<file path="src/rtl/multu_hilo_unit.sv">
// Iterative unsigned MULTU unit with architectural HI/LO registers, retiring BITS_PC multiplier bits per cycle.
// Optional `MULTU_EARLY_OUT_EN: finish as soon as the remaining multiplier bits are all zero.
module multu_hilo_unit #(
   parameter int WIDTH   = 32,
   parameter int BITS_PC = 1
) (
   input  logic             clk,
   input  logic             rst,
   input  logic             start_i,
   input  logic [WIDTH-1:0] a_i,
   input  logic [WIDTH-1:0] b_i,
   input  logic             rd_req_i,
   output logic             busy_o,
   output logic             stall_o,
   output logic             done_o,
   output logic [WIDTH-1:0] hi_o,
   output logic [WIDTH-1:0] lo_o
);

   localparam int N  = WIDTH / BITS_PC;
   localparam int CW = $clog2(N + 1);

   typedef enum logic {IDLE, RUN} state_t;

   state_t             state;
   logic [CW-1:0]      count;
   logic [2*WIDTH-1:0] mcand;
   logic [WIDTH-1:0]   mplier;
   logic [2*WIDTH-1:0] acc;
   logic [2*WIDTH-1:0] partial;
   logic [2*WIDTH-1:0] acc_next;
   logic [WIDTH-1:0]   mplier_next;
   logic               finish;

   assign partial     = mcand * {{(2*WIDTH-BITS_PC){1'b0}}, mplier[BITS_PC-1:0]};
   assign acc_next    = acc + partial;
   assign mplier_next = mplier >> BITS_PC;

`ifdef MULTU_EARLY_OUT_EN
   // Once the shifted multiplier is zero every remaining partial product is zero too.
   assign finish = (count == CW'(1)) || (mplier_next == '0);
`else
   assign finish = (count == CW'(1));
`endif

   assign busy_o  = (state == RUN);
   assign stall_o = busy_o & (start_i | rd_req_i);

   // HI/LO change only at completion, so dependent reads stall until the done cycle.
   always_ff @(posedge clk or negedge rst) begin
      if (!rst) begin
         state  <= IDLE;
         count  <= '0;
         mcand  <= '0;
         mplier <= '0;
         acc    <= '0;
         hi_o   <= '0;
         lo_o   <= '0;
         done_o <= 1'b0;
      end else begin
         done_o <= 1'b0;
         case (state)
            IDLE: begin
               if (start_i) begin
                  mcand  <= {{WIDTH{1'b0}}, a_i};
                  mplier <= b_i;
                  acc    <= '0;
                  count  <= CW'(N);
                  state  <= RUN;
               end
            end
            RUN: begin
               acc    <= acc_next;
               mcand  <= mcand << BITS_PC;
               mplier <= mplier_next;
               count  <= count - CW'(1);
               if (finish) begin
                  {hi_o, lo_o} <= acc_next;
                  done_o       <= 1'b1;
                  count        <= '0;
                  state        <= IDLE;
               end
            end
            default: state <= IDLE;
         endcase
      end
   end

endmodule
</file>
<file path="config.mk">
export PLATFORM = sky130hd
export DESIGN_NAME = multu_hilo_unit
export DESIGN_NICKNAME = d
export VERILOG_FILES = /design/src/rtl/multu_hilo_unit.sv
export SDC_FILE = /design/constraint.sdc
export NUM_CORES = 1
export LEC_CHECK = 0
export BUFFER_PORTS_ARGS = -buffer_cell sky130_fd_sc_hd__buf_2
export CAP_MARGIN = 15
export CORE_AREA = 2 2 214 216
export CTS_CLUSTER_DIAMETER = 120
export DETAILED_ROUTE_END_ITERATION = 16
export DIE_AREA = 0 0 216 218
export GPL_TIMING_DRIVEN = 0
export SLEW_MARGIN = 40
export SYNTH_ARGS = -nofsm -noshare
export SYNTH_HDL_FRONTEND = slang
export SYNTH_SLANG_ARGS = --single-unit
</file>
<file path="constraint.sdc">
create_clock -name clk -period 10.85 [get_ports clk]
set_input_delay 1.085 -clock clk [delete_from_list [all_inputs] [get_ports clk]]
set_output_delay 1.085 -clock clk [all_outputs]
set_load 0.02 [all_outputs]
</file>
==> reports/metrics.cfg <==
[power]
switching_share=0.413
leakage_nw=7.59
p_comb_frac=0.467
pwr_density_cell_mw_per_mm2=294
clock_power_share=0.210
power_w=0.00464
peakVddDrop_mv=0.129
p_seq_frac=0.323
p_sw_w=0.00192
internal_power_w=0.00273

[clocking]
h-tree-depth=1
numCtsBuffers=26
clk_latency_ns=0.56
clk_pin_slew_ns=0.06
ctsRootBufferMaster=clkbuf_16
post_cts_resized=0
ctsHoldBuffers=0
cts_max_path_buffers=3
postCtsSetupBuffers=0
cts_tree=yes
clock-sinks=232

[timing]
hold_viol=0
fin_tns_setup_ns=0
slew_headroom=0.457
holdWs_ns=0.440
finalMaxSlewViolations=0
worstMarginPinSlew_ns=0.814
period_needed_ns=4.90
max_clock_freq_mhz=204
setup_viol=0
rsz0062_at_grt=no
fin_crit_sh=0.452
clock_skew_ns=0.0145

[routing]
drcViolationCount=0
drt-total-wl_mm=35.6
firstDrtPassIters=5
drtAntennaViolNets=0
first_iter_violations=632
routedWlPerCell_um=16.5
post_drt_via_cell_ratio=4.89
vias=10600

[critical_path]
crit_arrival_ns=5.34
required_ns=11.29
endpoint_kind=flip-flop
cp_max_fo=10
start_kind=flip-flop
critical_path_class=reg -> reg

[synthesis]
ys_seq_area_frac=0.437
syn_avg_cell_area_um2=9.69
ys_ff_latch=232
async_flop_share=1.00
synthCells=1373
ys_types=71
synth_top_area_frac=0.437
yosys_warnings=0
synth_area_leaders=dfrtp_1 44%, ha_1 6.1%, nand2_1 5.8%
synth_common_cells=232 x dfrtp_1, 205 x nand2_1, 132 x o21ai_0, 78 x a21oi_1, 71 x clkbuf_1
netlist_area_mm2=0.0133
synth_area_leader_cell=dfrtp_1
syn_nets=1507
synth_edf_count=0
synth_flop_cell=dfrtp_1
yosysMostFrequentCell=dfrtp_1

[finish]
drive_gt1_frac=0.180
syn_to_final_growth_pct=18.7
layout.nets=1673
antenna_cells=0
final_core_util=0.352
layoutNonFillerInstCount=2158

[run]
cap_violations=0

[die]
fp.dieW_um=216
rows=78
io_pins=135
dieHeight_um=218
start_util=0.296
fp.coreArea_mm2=0.0449
die_area_mm2=0.0471

[global_route]
grt_max_degree=75
grt-ovfl-total=0
antenna_found_initial=1
grt_pass1_vias=10700
track_usage=0.150
grt_pass1_wl_mm=57.6

[place]
placed_cells=2111
port_buffers=134
gp_congestion=0.870
place_hpwl_mm=27.0

[hold_path]
hold_class=in -> async

[status]
status=finished clean

[cell families (layout without fill, tap and decap cells)]
| logic type | after synthesis | in the layout | share of synthesized area |
|---|---|---|---|
| buf+inv | 107 | 292 | 0.0324 |
| mux | 122 | 122 | 0.0975 |
| fa+ha+maj | 66 | 66 | 0.0627 |
| compound gates | 395 | 395 | 0.195 |
| flops | 232 | 232 | 0.437 |
| xor+xnor | 61 | 61 | 0.0402 |
| simple gates | 390 | 390 | 0.136 |
[path summary, 6_finish.rpt]
path | start | slack [ns] | cells past startpoint | endpoint
worst max-delay path | mplier[0] | 5.95 | 18 | hi_o[0]
worst min-delay path | rst | 0.44 | 1 | hi_o[14]
worst max register to register | mplier[0] | 5.95 | 18 | hi_o[0]
worst min register to register | lo_o[0] | 0.48 | 2 | lo_o[0]
max in group asynchronous | rst | 9.68 | 2 | lo_o[13]
min in group clk | lo_o[0] | 0.48 | 2 | lo_o[0]
[registers in the layout (all words and copies together) (netlist names)]
register  flops
mplier       32
hi_o         32
lo_o         32
busy_o        1
mcand        64
done_o        1
acc          64
count         6
[final cells by class]
| class | instances | area [um^2] |
|---|---|---|
| Fill cell | 4602 | 29100 |
| Multi-Input combinational cell | 1034 | 7060 |
| Sequential cell | 232 | 5810 |
| Clock buffer | 37 | 792 |
| Timing Repair Buffer | 138 | 774 |
| Tap cell | 600 | 751 |
| Buffer | 88 | 360 |
| Clock inverter | 10 | 164 |
| Inverter | 19 | 71.3 |
[cell usage in the layout, fill, tap and decap left out, types with 10 or more instances in the layout]
cell type and count:
nand3_1 15, clkbuf_8 10, nor2_1 48, o21ai_0 132
buf_2 138, mux2i_1 65, a21oi_1 78, a21o_1 43
o21bai_1 13, clkbuf_16 26, inv_1 17, nand2_1 205
xor2_1 29, xnor2_1 32, mux2_2 56, ha_1 65
nand4_1 13, clkbuf_1 71, and2_1 64, a22o_1 57
dfrtp_1 232
[critical path: stages, from the launching register on]
cell      delay, ns
dfrtp_1        0.35
clkbuf_1       0.62
clkbuf_1       0.36
and2_1         0.19
ha_1           0.20
inv_1          0.07
fa_1           0.41
nor2b_1        0.16
o31ai_1        0.16
a21oi_1        0.29
a221oi_1       0.14
o21ai_0        0.26
a21oi_1        0.16
o21ai_1        0.20
a21oi_1        0.14
or4_1          0.52
o211ai_1       0.15
xor2_1         0.14
mux2_2         0.28
[stage by stage]
step,cell area [um^2],worst slack [ns]
floorplan,13300,7.20
global placement,14700,4.48
detailed placement,14800,5.97
CTS,15800,5.92
global route,15800,5.62
finish,15800,5.95
[layer usage]
metal  share of wire  routed length, um  vias to the layer above  GRT usage
met5         0.00037                 13                        -          0
met4           0.028               1000                        2     0.0507
met3           0.052               1850                       57     0.0310
met2            0.45              15900                      213      0.241
met1            0.47              16800                     5065      0.201
li1                -                  -                     5213          -
[power groups by stage]
stage	sequential (W)	clock, W	combinational, W
2_1_floorplan	0.00158	0	0.00146
3_3_place_gp	0.00150	0	0.00213
3_5_place_dp	0.00151	0	0.00218
4_1_cts	0.00150	0.000998	0.00219
6_report	0.00150	0.000975	0.00217
5_1_grt	0.00155	0.00103	0.00243
Note: power is estimated with default switching activity, not from simulation.
